## src/rtl/seq_slice_adder.sv

```systemverilog
// Sequential slice adder/subtractor: adds an N-bit operand pair K bits per
// clock, with a valid/ready handshake on both the input and the output side.
//
// state | meaning
// ------+---------------------------------------------------------------
// IDLE  | waiting for an operation; in_ready high
// RUN   | adding one K-bit slice per edge, low slice first
// DONE  | S holds the finished result; out_valid high until out_ready
module seq_slice_adder #(
  parameter int N = 8,
  parameter int K = 4
) (
  input  logic         clk,
  input  logic         rst_n,
  input  logic         in_valid,
  output logic         in_ready,
  input  logic [N-1:0] A,
  input  logic [N-1:0] B,
  input  logic         CIN,
  input  logic         SUB,
  output logic         out_valid,
  input  logic         out_ready,
  output logic [N:0]   S
);

  localparam int NS = N / K;
  localparam int IW = (NS > 1) ? $clog2(NS) : 1;

  typedef enum logic [1:0] {
    IDLE = 2'd0,
    RUN  = 2'd1,
    DONE = 2'd2
  } state_t;

  state_t        r_state;
  state_t        w_next;
  logic [N-1:0]  r_a;
  logic [N-1:0]  r_b;
  logic          r_sub;
  logic          r_carry;
  logic [IW-1:0] r_idx;
  logic [N:0]    r_s;

  logic [K:0]    w_sum;
  logic          w_last;
  logic          w_accept;

  // Subtraction arrives here as A + ~B + 1, so a single adder serves both modes.
  assign w_sum    = {1'b0, r_a[r_idx*K +: K]} + {1'b0, r_b[r_idx*K +: K]} + {{K{1'b0}}, r_carry};
  assign w_last   = (r_idx == IW'(NS - 1));
  assign w_accept = (r_state == IDLE) && in_valid;
  assign S        = r_s;

  // State register.
  always_ff @(posedge clk or negedge rst_n) begin
    if (!rst_n) r_state <= IDLE;
    else        r_state <= w_next;
  end

  // Next-state logic; handshake outputs depend on state only.
  always_comb begin
    w_next    = r_state;
    in_ready  = 1'b0;
    out_valid = 1'b0;
    case (r_state)
      IDLE: begin
        in_ready = 1'b1;
        if (in_valid) w_next = RUN;
      end
      RUN: begin
        if (w_last) w_next = DONE;
      end
      DONE: begin
        out_valid = 1'b1;
        if (out_ready) w_next = IDLE;
      end
      default: w_next = IDLE;
    endcase
  end

  // Operand capture on accept, then one slice of the sum per RUN edge.
  always_ff @(posedge clk or negedge rst_n) begin
    if (!rst_n) begin
      r_a     <= '0;
      r_b     <= '0;
      r_sub   <= 1'b0;
      r_carry <= 1'b0;
      r_idx   <= '0;
      r_s     <= '0;
    end else if (w_accept) begin
      r_a     <= A;
      r_b     <= SUB ? ~B : B;
      r_sub   <= SUB;
      r_carry <= SUB ? 1'b1 : CIN;
      r_idx   <= '0;
    end else if (r_state == RUN) begin
      r_s[r_idx*K +: K] <= w_sum[K-1:0];
      r_carry           <= w_sum[K];
      r_idx             <= r_idx + IW'(1);
      // Final carry of A + ~B + 1 is "no borrow", so invert it for subtract.
      if (w_last) r_s[N] <= w_sum[K] ^ r_sub;
    end
  end

endmodule

```

## config.mk

```make
export PLATFORM = sky130hd
export DESIGN_NAME = seq_slice_adder
export DESIGN_NICKNAME = d
export VERILOG_FILES = /design/src/rtl/seq_slice_adder.sv
export SDC_FILE = /design/constraint.sdc
export NUM_CORES = 1
export LEC_CHECK = 0
export CAP_MARGIN = 20
export CORE_MARGIN = 10
export CORE_UTILIZATION = 49
export DETAILED_ROUTE_END_ITERATION = 10
export HOLD_SLACK_MARGIN = 0.1
export PLACE_DENSITY = 0.88
export SLEW_MARGIN = 20
export SYNTH_ARGS = -nofsm -noshare
export SYNTH_HDL_FRONTEND = slang
export SYNTH_SLANG_ARGS = --single-unit
```

## constraint.sdc

```tcl
create_clock -name clk -period 2.39 [get_ports clk]
set_input_delay 0.239 -clock clk [delete_from_list [all_inputs] [get_ports clk]]
set_output_delay 0.239 -clock clk [all_outputs]
set_load 0.05 [all_outputs]
```

# Word level (Yosys, flattened, before mapping)
# Index checks and enable logic that the tools add are counted.
dict set report op_classes {
  add_sub_neg 4
  n_eq_ne 5
  shift 4
  muxes 14
  bitwise_logic 3
  reduce_logical 5
}
# operator count
set ops {}
lappend ops {{3-bit negation with 34-bit output} 1}
lappend ops {{4-bit by 34-bit variable shift with 9-bit output, first input constant} 1}
lappend ops {{4-bit by 34-bit indexed part select with 9-bit output} 1}
lappend ops {{8-bit by 4-bit indexed part select with 4-bit output} 2}
lappend ops {{9-bit bitwise mux} 1}
lappend ops {{1-bit two-way mux} 8}
lappend ops {{8-bit two-way mux} 1}
lappend ops {{8-bit NOT} 1}
lappend ops {{2-bit two-way mux} 3}
lappend ops {{2-bit inequality test, second input constant} 3}
lappend ops {{2-bit case mux with 3 select lines} 1}
lappend ops {{4-bit by 4-bit adder with 5-bit output} 1}
lappend ops {{5-bit by 1-bit adder with 5-bit output} 1}
lappend ops {{3-bit AND reduction} 1}
lappend ops {{2-bit by 1-bit == test with 1-bit output, second input constant} 1}
lappend ops {{2-bit == test, second input constant} 1}
lappend ops {{2-bit zero test} 1}
lappend ops {{2-bit AND reduction} 1}
lappend ops {{2-bit nonzero test} 1}
lappend ops {{1-bit adder, second input constant} 1}
lappend ops {{1-bit logical AND} 1}
lappend ops {{1-bit NOT} 1}
lappend ops {{1-bit XOR} 1}
dict set report totals {
  regBits 30
  in_bits 22
  wordCells 42
}

# Longest topological paths before layout
# Gate-level depths: netlist (run 1).
dict set report logic_depth {
  depth_word 6
  ltp_mapped 7
  depth_no_buf 6
}

# Worst setup path after synthesis (run 1)
# Ideal clock, no wire load.
dict set report synth_path {
  path_kind {register to register}
  start {register r_idx}
  end {register r_carry}
  arrival_ps 2035
  slack_ps 226
  path_stages_with_launch 8
  n_path_buf 1
  synth_period_minus_slack_ps 2164
  path_cell_list {dfrtp_1 buf_2 mux2_2 fa_1 fa_1 nand3_1 and4_1 o31ai_1}
}
dict set report synth_between {
  elab_chain_cells 5
  elab_cells_between_ends 6
  classes_between {add/sub: 2; shift: 2; mux: 2}
}
# element line_no
set synth_rtl {}
lappend synth_rtl {{start: declaration} 41} ;# logic [IW-1:0] r_idx;
lappend synth_rtl {{start signal: assignment} 99} ;# r_idx <= r_idx + IW'(1);
lappend synth_rtl {{8-bit by 4-bit indexed part select with 4-bit output} 49} ;# assign w_sum = {1'b0, r_a[r_idx*K +: K]} + {1'b0, r_b[r_idx*K +: K]} + {{K{1'b0}}, r_carry};
lappend synth_rtl {{4-bit by 4-bit adder with 5-bit output (*)} 49}
lappend synth_rtl {{5-bit by 1-bit adder with 5-bit output (*)} 49}
lappend synth_rtl {{1-bit two-way mux (*)} 96} ;# end else if (r_state == RUN) begin
lappend synth_rtl {{1-bit two-way mux (*)} 90} ;# end else if (w_accept) begin
lappend synth_rtl {{end signal: assignment} 94} ;# r_carry <= SUB ? 1'b1 : CIN;
lappend synth_rtl {{end signal: assignment} 98} ;# r_carry <= w_sum[K];
lappend synth_rtl {{end: declaration} 40} ;# logic r_carry;
# Every way passes the cells marked *; elsewhere a longest branch is shown, timed or not. The select of a mux whose other input is x is not followed.
# A chain may end at the register's enable or synchronous reset.

# Final worst setup path (run 1)
dict set report layout_path {
  start {register r_idx}
  end {register r_s[8], in the netlist S[8]}
}
dict set report layout_between {
  elab_chain_cells 6
  elab_cells_between_ends 10
  classes_between {add/sub: 3; shift: 4; mux: 2; bitwise: 1}
}
# element line_no
set layout_rtl {}
lappend layout_rtl {{8-bit by 4-bit indexed part select with 4-bit output} 49}
lappend layout_rtl {{4-bit by 4-bit adder with 5-bit output} 49}
lappend layout_rtl {{5-bit by 1-bit adder with 5-bit output} 49}
lappend layout_rtl {{4-bit by 34-bit indexed part select with 9-bit output} 97} ;# r_s[r_idx*K +: K] <= w_sum[K-1:0];
lappend layout_rtl {{9-bit bitwise mux} 97}
lappend layout_rtl {{1-bit two-way mux (*)} 101} ;# if (w_last) r_s[N] <= w_sum[K] ^ r_sub;
lappend layout_rtl {{end signal: indexed assignment} 97}
lappend layout_rtl {{end signal: indexed assignment} 101}
lappend layout_rtl {{end: declaration} 42} ;# logic [N:0] r_s;
# Every way passes the cells marked *; elsewhere a longest branch is shown, timed or not.

==> impl_metrics.env, run 1 <==
export IMPL_status="finished, final reports clean"
export IMPL_antenna_found_initial=0
export IMPL_vias_per_cell=5.44
export IMPL_grt_pass1_vias=1108
export IMPL_worstPathRequired_ps=2630
export IMPL_worst_path_max_fanout=7
export IMPL_cp_cell_sequence="mux2_2, fa_1, fa_1, nand3_1, a21boi_0, o31ai_1"
export IMPL_cap_violations=0
export IMPL_switching_share=0.437
export IMPL_slew_viol_final=0
export IMPL_internal_power_w=0.00168
export IMPL_holdWs_ps=285
export IMPL_most_common_layout_cells="32 x clkdlybuf4s50_1, 29 x dfrtp_1, 19 x mux2_2, 11 x a21oi_1, 10 x nor2_1"
export IMPL_syn_area_per_cell_um2=12.2
export IMPL_gp_congestion=0.782
export IMPL_nets=183
export IMPL_worstSetupStartpoint="r_idx"
export IMPL_rsz0062_at_grt="no"
export IMPL_grtUsageTotal=0.123
export IMPL_area_growth_pct=25.8
export IMPL_tightest_slew_ps=504
export IMPL_hold_viol_final=0
export IMPL_vias=1017
export IMPL_cts_buffers=5
export IMPL_path_class="flop to flop"
export IMPL_wirelength_um=3060
export IMPL_route_detailed_drc=0
export IMPL_fmax_ghz=0.448
export IMPL_pwr_share_comb=0.588
export IMPL_dpl_worst_slack_ps=130
export IMPL_dpl_cell_area_um2=1800
export IMPL_clk_path_buf_depth=2
export IMPL_htreeDepth=2
export IMPL_synthTopCellsByArea="dfrtp_1 51%, mux2_2 15%, xnor2_1 5.4%"
export IMPL_fin_skew_ps=6.12
export IMPL_pwr_share_clk=0.092
export IMPL_syn_nets=148
export IMPL_yosysTopAreaCell="dfrtp_1"
export IMPL_synth_seq_cells=30
export IMPL_drt_iter0_markers=73
export IMPL_timing_slew_headroom=0.663
export IMPL_fin_setup_tns_ps=0
export IMPL_path_clk_slew_ps=90
export IMPL_p_sw_w=0.00130
export IMPL_antenna_cells=0
export IMPL_endpoint="S[8]"
export IMPL_clock_root_buffer="clkbuf_4"
export IMPL_cp_num_buf_inv=0
export IMPL_drt_wirelength_per_cell_um=16.3
export IMPL_cts_setup_buffers=0
export IMPL_drive_gt1_frac=0.205
export IMPL_synth_seq_area_share=0.510
export IMPL_ios=33
export IMPL_dieWidth_um=74.8
export IMPL_die_h_um=74.8
export IMPL_setup_violations=0
export IMPL_ir_drop_uv=653
export IMPL_critPathTopFamily="adder cells"
export IMPL_min_period_ps=2230
export IMPL_drtPass1Iterations=5
export IMPL_yosys_warnings=0
export IMPL_timing_rr_start="r_idx"
export IMPL_grt_max_degree=31
export IMPL_num_rows=19
export IMPL_cts_tree="done"
export IMPL_worstReg2RegEnd="S[8]"
export IMPL_leakage_nw=0.765
export IMPL_hold_buffers=0
export IMPL_initial_utilization=0.525
export IMPL_period_share=0.935
export IMPL_ctsResizeCount=0
export IMPL_layout_setup_ws_ps=156
export IMPL_slowest_stage="fa_1"
export IMPL_place_hpwl_um=2350
export IMPL_clock_latency_ps=330
export IMPL_final_area_um2=1850
export IMPL_fill_cells=253
export IMPL_r2r_cells=6
export IMPL_ant_nets=0
export IMPL_endpoint_kind="flop"
export IMPL_crit_top_cell="fa_1"
export IMPL_cp_depth=6
export IMPL_cp_start_kind="flop"
export IMPL_synth_area_um2=1470
export IMPL_r2r_slack_ps=160
export IMPL_slowest_delay_ps=450
export IMPL_numPortBuffers=32
export IMPL_final_common_cell="clkdlybuf4s50_1"
export IMPL_dieArea_um2=5600
export IMPL_powerDensity_nw_per_um2=1610
export IMPL_grt_pass1_wl_um=5150
export IMPL_core_um2=2810
export IMPL_synth_cell_type_count=24
export IMPL_hold_path_class="input pin to async pin"
export IMPL_clkSinkCount=30
export IMPL_synth_top_area_share=0.510
export IMPL_total_power_w=0.00298
export IMPL_p_seq_frac=0.320
export IMPL_syn_inst=121
export IMPL_grt_overflow=0
export IMPL_arrival_ps=2470
==> power by group through the flow <==
stage	Sequential, W	Combinational (W)	Clock [W]
after floorplan	0.00114	0.00112	0
after global placement	0.000940	0.00168	0
after detailed placement	0.000967	0.00177	0
after CTS	0.000956	0.00178	0.000282
after global routing	0.000992	0.00194	0.000301
final	0.000955	0.00175	0.000273
==> cell usage after synthesis (all sizes together) <==
master,n
nand3,2
and4,1
and3b,2
a21boi,2
dfrtp,30
o21ai,5
nor3b,1
fa,2
a21oi,11
ha,3
nand3b,1
inv,2
o31ai,5
xnor2,9
nor2,10
mux2,21
buf,6
a21bo,1
clkbuf,1
or3b,1
nand2,5
==> cell type report <==
cell class	count	area [um2]	area share
Timing Repair Buffer	35	343	0.185
Inverter	2	7.51	0.00406
Tap cell	31	38.8	0.0210
Sequential cell	30	752	0.406
Multi-Input combinational cell	82	664	0.359
Clock buffer	7	45.0	0.0243
==> worst reg2reg max path: cells and delay by family (launching register included) <==
kind,cells,cell delay (ps)
compound gates,2,320
fa+ha+maj,2,890
flops,1,440
mux,1,370
simple gates,1,140
==> state kept, by name, indices dropped and copies added, names as in the netlist <==
register and flops:
r_idx 1, r_a 8, r_b 8, S 9, r_sub 1, r_state 2, r_carry 1
==> worst min-delay path by stage <==
stage / startpoint / endpoint / cells after the start
finish: rst_n / S[3] / 2
CTS: rst_n / S[3] / 2
global route: rst_n / S[3] / 2
detailed placement: S[2] / S[2] / 2
global placement: S[2] / S[2] / 2
floorplan: rst_n / S[0] / 0
==> cells by family after synthesis <==
kind of cell | share of synthesized area
xor+xnor | 0.0536
mux | 0.166
buf+inv | 0.0417
compound gates | 0.0969
fa+ha+maj | 0.0527
simple gates | 0.0791
flops | 0.510
==> stage by stage <==
step,util,cells
floorplan,-,121
global placement,0.643,180
detailed placement,0.643,180
CTS,0.659,187
global route,0.660,187
finish,0.660,187
==> layer usage <==
metal  GRT usage  up-vias  share of wire
li1            -      489              -
met1       0.131      488           0.42
met2       0.204       33           0.48
met3      0.0565        7          0.071
met4      0.0588        0          0.026
met5           0        -              0
Note: power is estimated with default switching activity, not from simulation.
==> inputs of run 2 (changes only) <==
- CORE_MARGIN: 10 -> 2
==> run 2 against run 1 <==
The flow now finishes with violations (design-rule violations); cell count is 0.53% lower; via count is 1.3% higher; worst hold slack better by 11 ps; sequential share of layout area is 0.18 points lower.
==> impl_metrics.env, run 2 (synthesis gave the netlist of run 1 again) <==
export IMPL_die_h_um=58.8
export IMPL_dpl_cell_area_um2=1800
export IMPL_cap_violations=0
export IMPL_largest_reg_flops=9
export IMPL_min_period_ps=2260
export IMPL_drive_gt1_frac=0.206
export IMPL_route_detailed_drc=2
export IMPL_clk_path_buf_depth=2
export IMPL_core_um2=2810
export IMPL_gp_congestion=0.797
export IMPL_fin_skew_ps=5.38
export IMPL_path_class="flop to flop"
export IMPL_drt_wirelength_per_cell_um=14.9
export IMPL_hold_path_class="input pin to async pin"
export IMPL_grt_pass1_wl_um=4730
export IMPL_hold_viol_final=0
export IMPL_area_growth_pct=26.1
export IMPL_most_common_layout_cells="32 x clkdlybuf4s50_1, 30 x dfrtp_1, 19 x mux2_2, 11 x a21oi_1, 10 x nor2_1"
export IMPL_status="finished, violations left"
export IMPL_crit_top_cell="fa_1"
export IMPL_dieWidth_um=58.8
export IMPL_fin_cells=186
export IMPL_cts_buffers=5
export IMPL_clock_root_buffer="clkbuf_4"
export IMPL_total_power_w=0.00300
export IMPL_cp_start_kind="flop"
export IMPL_dp_cells=180
export IMPL_slowest_stage="dfrtp_1"
export IMPL_nets=183
export IMPL_vias_per_cell=5.54
export IMPL_final_common_cell="clkdlybuf4s50_1"
export IMPL_slew_viol_final=0
export IMPL_grt_overflow=0
export IMPL_fin_setup_tns_ps=0
export IMPL_vias=1030
export IMPL_wirelength_um=2780
export IMPL_endpoint_kind="flop"
export IMPL_internal_power_w=0.00170
export IMPL_cts_setup_buffers=0
export IMPL_initial_utilization=0.525
export IMPL_leakage_nw=0.771
export IMPL_hold_buffers=0
export IMPL_worst_path_max_fanout=6
export IMPL_clock_latency_ps=330
export IMPL_ir_drop_uv=628
export IMPL_grt_pass1_vias=1083
export IMPL_antenna_found_initial=0
export IMPL_drt_iter0_markers=17
export IMPL_slowest_delay_ps=460
export IMPL_htreeDepth=2
export IMPL_p_seq_frac=0.314
export IMPL_arrival_ps=2460
export IMPL_pwr_share_clk=0.097
export IMPL_path_clk_slew_ps=90
export IMPL_rsz0062_at_grt="no"
export IMPL_setup_violations=0
export IMPL_powerDensity_nw_per_um2=1620
export IMPL_num_rows=19
export IMPL_worstPathRequired_ps=2590
export IMPL_ctsResizeCount=0
export IMPL_timing_slew_headroom=0.667
export IMPL_clkSinkCount=30
export IMPL_antenna_cells=0
export IMPL_drtPass1Iterations=10
export IMPL_r2r_cells=6
export IMPL_cp_cell_sequence="mux2_2, fa_1, fa_1, nand3_1, and4_1, o31ai_1"
export IMPL_grtUsageTotal=0.185
export IMPL_place_hpwl_um=2080
export IMPL_period_share=0.946
export IMPL_dieArea_um2=3460
export IMPL_p_sw_w=0.00130
export IMPL_final_area_um2=1860
export IMPL_switching_share=0.435
export IMPL_fmax_ghz=0.442
export IMPL_numPortBuffers=32
export IMPL_ios=33
export IMPL_holdWs_ps=296
export IMPL_cts_tree="done"
export IMPL_pwr_share_comb=0.589
export IMPL_ant_nets=0
export IMPL_tightest_slew_ps=497
export IMPL_grt_max_degree=31
export IMPL_violations="design-rule violations"
## run 2: cell types whose count changed in the layout (fill, tap and decap cells not counted), sizes merged
cell | before | now
clkbuf | 7 | 6
## run 2: path summary, 6_finish.rpt
check / start / endpoint / slack [ps]
max: r_idx / r_carry / 130
max reg2reg: r_idx / r_carry / 130
min in group clk: out_ready / r_state[1] / 450
max in group asynchronous: rst_n / r_a[2] / 1810
min reg2reg: S[3] / S[3] / 500
min: rst_n / S[1] / 300
## run 2: power groups by stage
stage | Clock [W] | Combinational [W] | Sequential, W
final | 0.000291 | 0.00177 | 0.000942
after global routing | 0.000318 | 0.00193 | 0.000976
after CTS | 0.000295 | 0.00177 | 0.000942
after detailed placement | 0 | 0.00176 | 0.000952
after global placement | 0 | 0.00167 | 0.000935
after floorplan | 0 | 0.00112 | 0.00114
## run 2: critical path: cells and delay by family (launching register included)
kind            cells  cell delay (ps)
mux                 1              380
fa+ha+maj           2              850
simple gates        2              340
compound gates      1               80
flops               1              460
## run 2: final cells by class
type                    count  area, um2
fillers                   240        950
flip-flops and latches     30        751
multi-input cells          82        664
repair buffers             35        343
clock buffers               6       51.3
well taps                  31       38.8
inverters                   2       7.51
## run 2: routing by layer
layer | global-route usage | share of wire | vias to the layer above
met5 | 0 | 0 | -
met4 | 0.0877 | 0.021 | 0
met3 | 0.0462 | 0.054 | 8
met2 | 0.324 | 0.52 | 33
met1 | 0.210 | 0.41 | 496
li1 | - | - | 493
## run 2: through the flow
| step | worst slack, ps | util |
|---|---|---|
| after global placement | 293 | 0.643 |
| after global routing | 50.9 | 0.661 |
| final | 129 | 0.661 |
| after floorplan | 226 | - |
| after CTS | 141 | 0.661 |
| after detailed placement | 166 | 0.643 |
